**config.mk**
```make
export PLATFORM = sky130hd
export DESIGN_NAME = landing_gear_plant
export DESIGN_NICKNAME = d
export VERILOG_FILES = /design/src/rtl/landing_gear_plant.sv
export SDC_FILE = /design/constraint.sdc
export NUM_CORES = 1
export LEC_CHECK = 0
export ABC_AREA = 0
export CORE_MARGIN = 5
export CORE_UTILIZATION = 59
export CTS_BUF_LIST = sky130_fd_sc_hd__clkbuf_16
export DETAILED_ROUTE_END_ITERATION = 10
export GPL_TIMING_DRIVEN = 0
export PLACE_DENSITY = 0.81
export SYNTH_ARGS = -nofsm -noshare
export SYNTH_HDL_FRONTEND = slang
export SYNTH_SLANG_ARGS = --single-unit
```
**constraint.sdc**
```tcl
create_clock -name Clock -period 3.4 [get_ports Clock]
set_input_delay 0.68 -clock Clock [delete_from_list [all_inputs] [get_ports Clock]]
set_output_delay 0.68 -clock Clock [all_outputs]
set_load 0.02 [all_outputs]
```
**src/rtl/landing_gear_plant.sv**
```systemverilog
// Closed-loop plant for a landing-gear controller: gear travel FSM with position
// counter, takeoff timer and a sticky pump-against-lock overrun monitor.
module landing_gear_plant #(
  parameter int TRAVEL_CYCLES  = 16,
  parameter int TIMEUP_CYCLES  = 8,
  parameter int OVERRUN_CYCLES = 4,
  parameter int POS_W          = 8
) (
  input  logic             Clock,
  input  logic             Clear,
  input  logic             Valve,
  input  logic             Pump,
  input  logic             Timer,
  output logic             GearIsDown,
  output logic             GearIsUp,
  output logic             TimeUp,
  output logic             GearMoving,
  output logic [POS_W-1:0] GearPos,
  output logic             OverRun,
  output logic [2:0]       dbg_state
);

  typedef enum logic [2:0] {
    LOCK_DN = 3'd0,
    LOCK_UP = 3'd1,
    MOVE_UP = 3'd2,
    MOVE_DN = 3'd3,
    HALT    = 3'd4,
    SETTLE  = 3'd5
  } state_t;

  localparam int OV_W = $clog2(OVERRUN_CYCLES + 1);
  localparam logic [POS_W-1:0] TRAVEL    = POS_W'(TRAVEL_CYCLES);
  localparam logic [POS_W-1:0] TRAVEL_M1 = POS_W'(TRAVEL_CYCLES - 1);
  localparam logic [POS_W-1:0] POS_ONE   = POS_W'(1);
  localparam logic [POS_W-1:0] TU_MAX    = POS_W'(TIMEUP_CYCLES);
  localparam logic [OV_W-1:0]  OV_MAX    = OV_W'(OVERRUN_CYCLES);

  state_t           state_q, state_d;
  logic [POS_W-1:0] pos_d;
  logic [POS_W-1:0] tmr_q, tmr_d;
  logic [OV_W-1:0]  ov_q, ov_d;
  logic             cmd_dn, cmd_up, against;

  assign cmd_dn = Pump & Valve;
  assign cmd_up = Pump & ~Valve;

  always_ff @(posedge Clock or posedge Clear) begin
    if (Clear) begin
      state_q <= LOCK_DN;
      GearPos <= TRAVEL;
    end else begin
      state_q <= state_d;
      GearPos <= pos_d;
    end
  end

  // Leaving a lock, HALT or SETTLE never moves the gear; only MOVE_* steps it.
  always_comb begin
    state_d = state_q;
    pos_d   = GearPos;
    case (state_q)
      LOCK_DN: if (cmd_up) state_d = MOVE_UP;
      LOCK_UP: if (cmd_dn) state_d = MOVE_DN;
      MOVE_UP: begin
        if (!Pump) state_d = HALT;
        else if (Valve) state_d = SETTLE;
        else if (GearPos <= POS_ONE) begin
          pos_d   = '0;
          state_d = LOCK_UP;
        end else pos_d = GearPos - POS_ONE;
      end
      MOVE_DN: begin
        if (!Pump) state_d = HALT;
        else if (!Valve) state_d = SETTLE;
        else if (GearPos >= TRAVEL_M1) begin
          pos_d   = TRAVEL;
          state_d = LOCK_DN;
        end else pos_d = GearPos + POS_ONE;
      end
      HALT: begin
        if (cmd_dn) state_d = MOVE_DN;
        else if (cmd_up) state_d = MOVE_UP;
      end
      SETTLE: begin
        if (cmd_dn) state_d = MOVE_DN;
        else if (cmd_up) state_d = MOVE_UP;
        else state_d = HALT;
      end
      default: begin
        state_d = LOCK_DN;
        pos_d   = TRAVEL;
      end
    endcase
  end

  assign GearIsDown = (state_q == LOCK_DN);
  assign GearIsUp   = (state_q == LOCK_UP);
  assign GearMoving = (state_q == MOVE_UP) || (state_q == MOVE_DN);
  assign dbg_state  = state_q;

  assign against = (GearIsDown & cmd_dn) | (GearIsUp & cmd_up);

  always_comb begin
    tmr_d = tmr_q;
    if (Timer) tmr_d = '0;
    else if (tmr_q != TU_MAX) tmr_d = tmr_q + POS_ONE;
    ov_d = '0;
    if (against) ov_d = (ov_q == OV_MAX) ? ov_q : ov_q + OV_W'(1);
  end

  always_ff @(posedge Clock or posedge Clear) begin
    if (Clear) begin
      tmr_q   <= '0;
      TimeUp  <= 1'b0;
      ov_q    <= '0;
      OverRun <= 1'b0;
    end else begin
      tmr_q   <= tmr_d;
      TimeUp  <= (tmr_d == TU_MAX);
      ov_q    <= ov_d;
      OverRun <= OverRun | (ov_d == OV_MAX);
    end
  end

endmodule

```
Word-level counts from Yosys, hierarchy flattened
Cells that the tools add are included.
{ "totals": {"ff_bits": 24, "latchBits": 0, "ramBits": 0, "mem_bits_ro": 0, "inputBits": 5, "out_inout_bits": 16, "elab_cells": 64, "n_memories": 0} }
{ "classes": {"addsub": 4, "n_mul": 0, "n_div": 0, "n_lt_le_gt_ge": 2, "eq_ne": 16, "shift": 0, "mux": 23, "bitwise": 8, "n_reduce_logical": 5} }
{ "ops": {"columns": ["cell", "count"], "rows": [
  ["$mux 8", 8],
  ["$mux 3", 13],
  ["$pmux 8 s3", 1],
  ["$pmux 3 s6", 1],
  ["$add 8x1->8 const B", 2],
  ["$eq 3x3->1 const B", 4],
  ["$eq 8x4->1 const B", 1],
  ["$ge 8x4->1 const B", 1],
  ["$le 8x1->1 const B", 1],
  ["$ne 2x2->1 const B", 4],
  ["$ne 4x4->1 const B", 2],
  ["$ne 8x4->1 const B", 1],
  ["$sub 8x1->8 const B", 1],
  ["$eq 3x2->1 const B", 2],
  ["$reduce_and 5->1", 1],
  ["$and 1x1->1", 4],
  ["$reduce_or 4->1", 1],
  ["$add 3x1->3 const B", 1],
  ["$eq 3x1->1 const B", 1],
  ["$logic_not 3->1", 1],
  ["$reduce_and 3->1", 1],
  ["$ne 2x1->1 const B", 1],
  ["$not 1->1", 2],
  ["$or 1x1->1", 2],
  ["$logic_or 1x1->1", 1]
]} }

Depth between registers and ports, before layout
{ "depth": {"word_depth": 7, "depth_mapped": 6} }

Worst setup path before layout
Ideal clock, no wire load.
{ "synth_path": {"path_kind": "register to output", "from": "register state_q[0] (netlist: dbg_state[0])", "to": "output GearIsUp", "arrival_ps": 1369, "required_time_ps": 2720, "path_slack_ps": 1351, "stages_incl_launch_ff": 3, "n_path_buf": 1, "path_cell_list": "dfrtp_1 -> clkbuf_1 -> nor3b_1"} }
{ "synth_between": {"elab_chain_cells": 1} }
{ "synth_lines": {"columns": ["element", "line", "source"], "rows": [
  ["start, declared", "39", "state_t state_q, state_d;"],
  ["start signal, assigned", "53", "state_q <= state_d;"],
  ["$eq 3x1->1", "98", "assign GearIsUp = (state_q == LOCK_UP);"],
  ["end, declared", "15", "output logic GearIsUp,"]
]} }
No other way between the ends.

Final worst setup path
Ends and elaborated chain as after synthesis.

==> results.toml <==
[clocking]
postCtsResizedCells = 0
htree_levels = 1
cts-root-buf = "clkbuf_16"
clkSinkCount = 24
postCtsSetupBuffers = 0
cts_inserted_buffers = 3
ctsLongestPathBuffers = 2
cts_tree = "yes"
cts_hold_buffers = 0
clk_pin_slew_ns = 0.06
clk_latency_ns = 0.26

[pwr]
clockPowerShare_pct = 15.0
comb_power_share_pct = 57.7
seqPwrFrac_pct = 27.3
irDropWorstVdd_mv = 0.689
leakage_nw = 0.801
switching_power_mw = 0.769
p_int_mw = 0.933
p_sw_share_pct = 45.2
pwr_density_cell_nw_per_um2 = 883

[worst_setup_path]
r2r-end = "TimeUp"
crit_end = "GearIsUp"
r2r_setup_slack_ns = 1.31
reg2reg_from = "tmr_q[0]"
worstPathRequired_ns = 2.72
worstSetupPathType = "flip-flop to output port"
slowest_delay_ns = 0.65
end_kind = "output port"
path_delay_family = "buffers and inverters"
startpoint = "dbg_state[0]"
path_depth = 3
arrival_ns = 1.94
cpMaxStageDelayCell = "clkdlybuf4s50_1"
crit_chain = "clkbuf_1 -> nor3b_1 -> clkdlybuf4s50_1"
start_kind = "flip-flop"
path_max_fanout = 10
reg2reg_depth = 6
crit_buf_inv = 2

[synthesis]
synth_area_leader_cell = "dfrtp_1"
synthArstFlopShare_pct = 100
yosysWarnings = 0
synthMostInstantiatedCell = "dfrtp_1"
syn_inst = 178
synth_flop_cell = "dfrtp_1"
ys_seq_area_share_pct = 37.2
syn_area_sq_um = 1620
synth_edf_count = 0
yosysTopAreaCellShare_pct = 35.5
synth_cell_type_count = 54
syn_avg_cell_area_sq_um = 9.10
synth_seq_cells = 24
syn_nets = 190
ys_top_cells_by_count = "dfrtp_1, nor2_1, inv_1, nand2_1, nand3_1"
synth_area_leaders = "dfrtp_1, ha_1, nor2_1, xnor2_1, inv_1"

[placed_design]
place_hpwl_um = 2610
gp_congestion = 0.911
place_area_sq_um = 1850
portBuffers = 19

[timing]
fin_crit_ns = 2.62
clock_skew_ns = 0.00552
slew_headroom_pct = 40.5
rsz0062_at_grt = "false"
fmax_mhz = 382
finalSetupViolations = 0
tns_ns = 0
fin_crit_sh_pct = 77.0
final_max_slew_viol_count = 0
tightest_slew_ns = 0.891
hold-worst-slack_ns = 0.507
hold_viol = 0

[hold_path]
hp-class = "flip-flop to flip-flop"

[run]
maxCapViolCount = 0

[die]
initial_core_util_pct = 60.3
io_pins = 21
row_count = 19
fp.dieH_um = 62.4
core_area_sq_um = 2690
die_x_um = 62.4
die_area_sq_um = 3890

[layout]
final_core_util_pct = 71.7
synthToLayoutAreaGrowth_pct = 19.0
drive_above_1_share_pct = 6.97
fill_cells = 196
nets = 214
stdcell_area_sq_um = 1930
n_antenna_cell = 0

[global_routing]
grtUsageTotal_pct = 18.9
grt_overflow = 0
grt_antenna_before_repair = 0
grt_pass1_vias = 1306
grt_pass1_wl_um = 6120
grt_max_degree = 25

[detailed_routing]
vias = 1441
routed_wl_um = 3480
ant_nets = 0
drcViolationCount = 0
drt_iter0_markers = 48
wl_per_cell_um = 15.0
drt_first_pass_iters = 4
avgViaCountPerCell = 6.21

[status]
status = "finished clean"
==> state kept, by name, indices dropped and copies added, names as in the netlist <==
signal and cells:
tmr_q 8, dbg_state 3, TimeUp 1, GearPos 8, OverRun 1, ov_q 3
==> cell families (layout without fill, tap and decap cells) <==
group,count (synthesis),count (layout),share of synthesized area (%)
buffers and inverters,23,46,5.95
and+or+nand+nor,68,68,22.3
DFF,24,24,37.2
muxes,4,4,2.55
adders and majority gates,7,7,5.41
xor gates and xnor gates,9,9,4.87
AOI/OAI and AO/OA,43,43,21.7
==> layer usage <==
metal  global-route usage [%]  part of all wire [%]
met1                     24.7                    45
met2                     31.6                    49
met3                     3.60                   5.1
met4                     5.57                   1.3
met5                        0                     0
==> final cells by class <==
cell class | instances | area (sq um) | area share [%]
Multi-Input combinational cell | 131 | 921 | 47.8
Sequential cell | 24 | 602 | 31.2
Timing Repair Buffer | 19 | 190 | 9.87
Clock buffer | 3 | 75.1 | 3.90
Inverter | 13 | 48.8 | 2.53
Buffer | 10 | 47.5 | 2.47
Tap cell | 31 | 38.8 | 2.01
Clock inverter | 1 | 3.75 | 0.195
==> worst min-delay path, stage by stage, from the launching register on <==
cell     delay (ns)
dfrtp_1        0.35
inv_1          0.05
o31ai_1        0.07
==> placed cells by master (no fill, tap or decap), drive strengths merged, types with 3 or more instances in the layout <==
| cell | instances |
|---|---|
| a21oi | 6 |
| a32o | 3 |
| and3 | 3 |
| buf | 4 |
| clkbuf | 9 |
| clkdlybuf4s50 | 19 |
| dfrtp | 23 |
| ha | 7 |
| inv | 13 |
| mux2i | 3 |
| nand2 | 12 |
| nand2b | 5 |
| nand3 | 9 |
| nor2 | 14 |
| nor3 | 7 |
| nor3b | 3 |
| nor4 | 4 |
| o211ai | 4 |
| o21ai | 6 |
| or4 | 4 |
| xnor2 | 6 |
| xor2 | 3 |
==> power by group through the flow <==
stage / clock network, mW / logic (mW) / registers, mW
finish: 0.256 / 0.981 / 0.465
global route: 0.273 / 1.06 / 0.483
CTS: 0.259 / 0.974 / 0.465
detailed placement: 0 / 0.968 / 0.470
global placement: 0 / 0.941 / 0.461
floorplan: 0 / 0.605 / 0.519
==> stage by stage <==
stage / total power, mW / setup slack, ns / cells
global route: 1.82 / 0.725 / 232
floorplan: 1.12 / 1.35 / 178
CTS: 1.70 / 0.805 / 232
global placement: 1.40 / 0.944 / 228
finish: 1.70 / 0.782 / 232
detailed placement: 1.44 / 0.940 / 228
==> how the worst min path moves through the flow <==
stage / startpoint / to / slack (ns) / cells after the start
detailed placement: OverRun / OverRun / 0.50 / 2
global placement: OverRun / OverRun / 0.45 / 2
CTS: OverRun / OverRun / 0.52 / 2
global route: OverRun / OverRun / 0.55 / 2
floorplan: ov_q[2] / ov_q[2] / 0.53 / 2
finish: OverRun / OverRun / 0.51 / 2
Note: power is estimated with default switching activity, not from simulation.
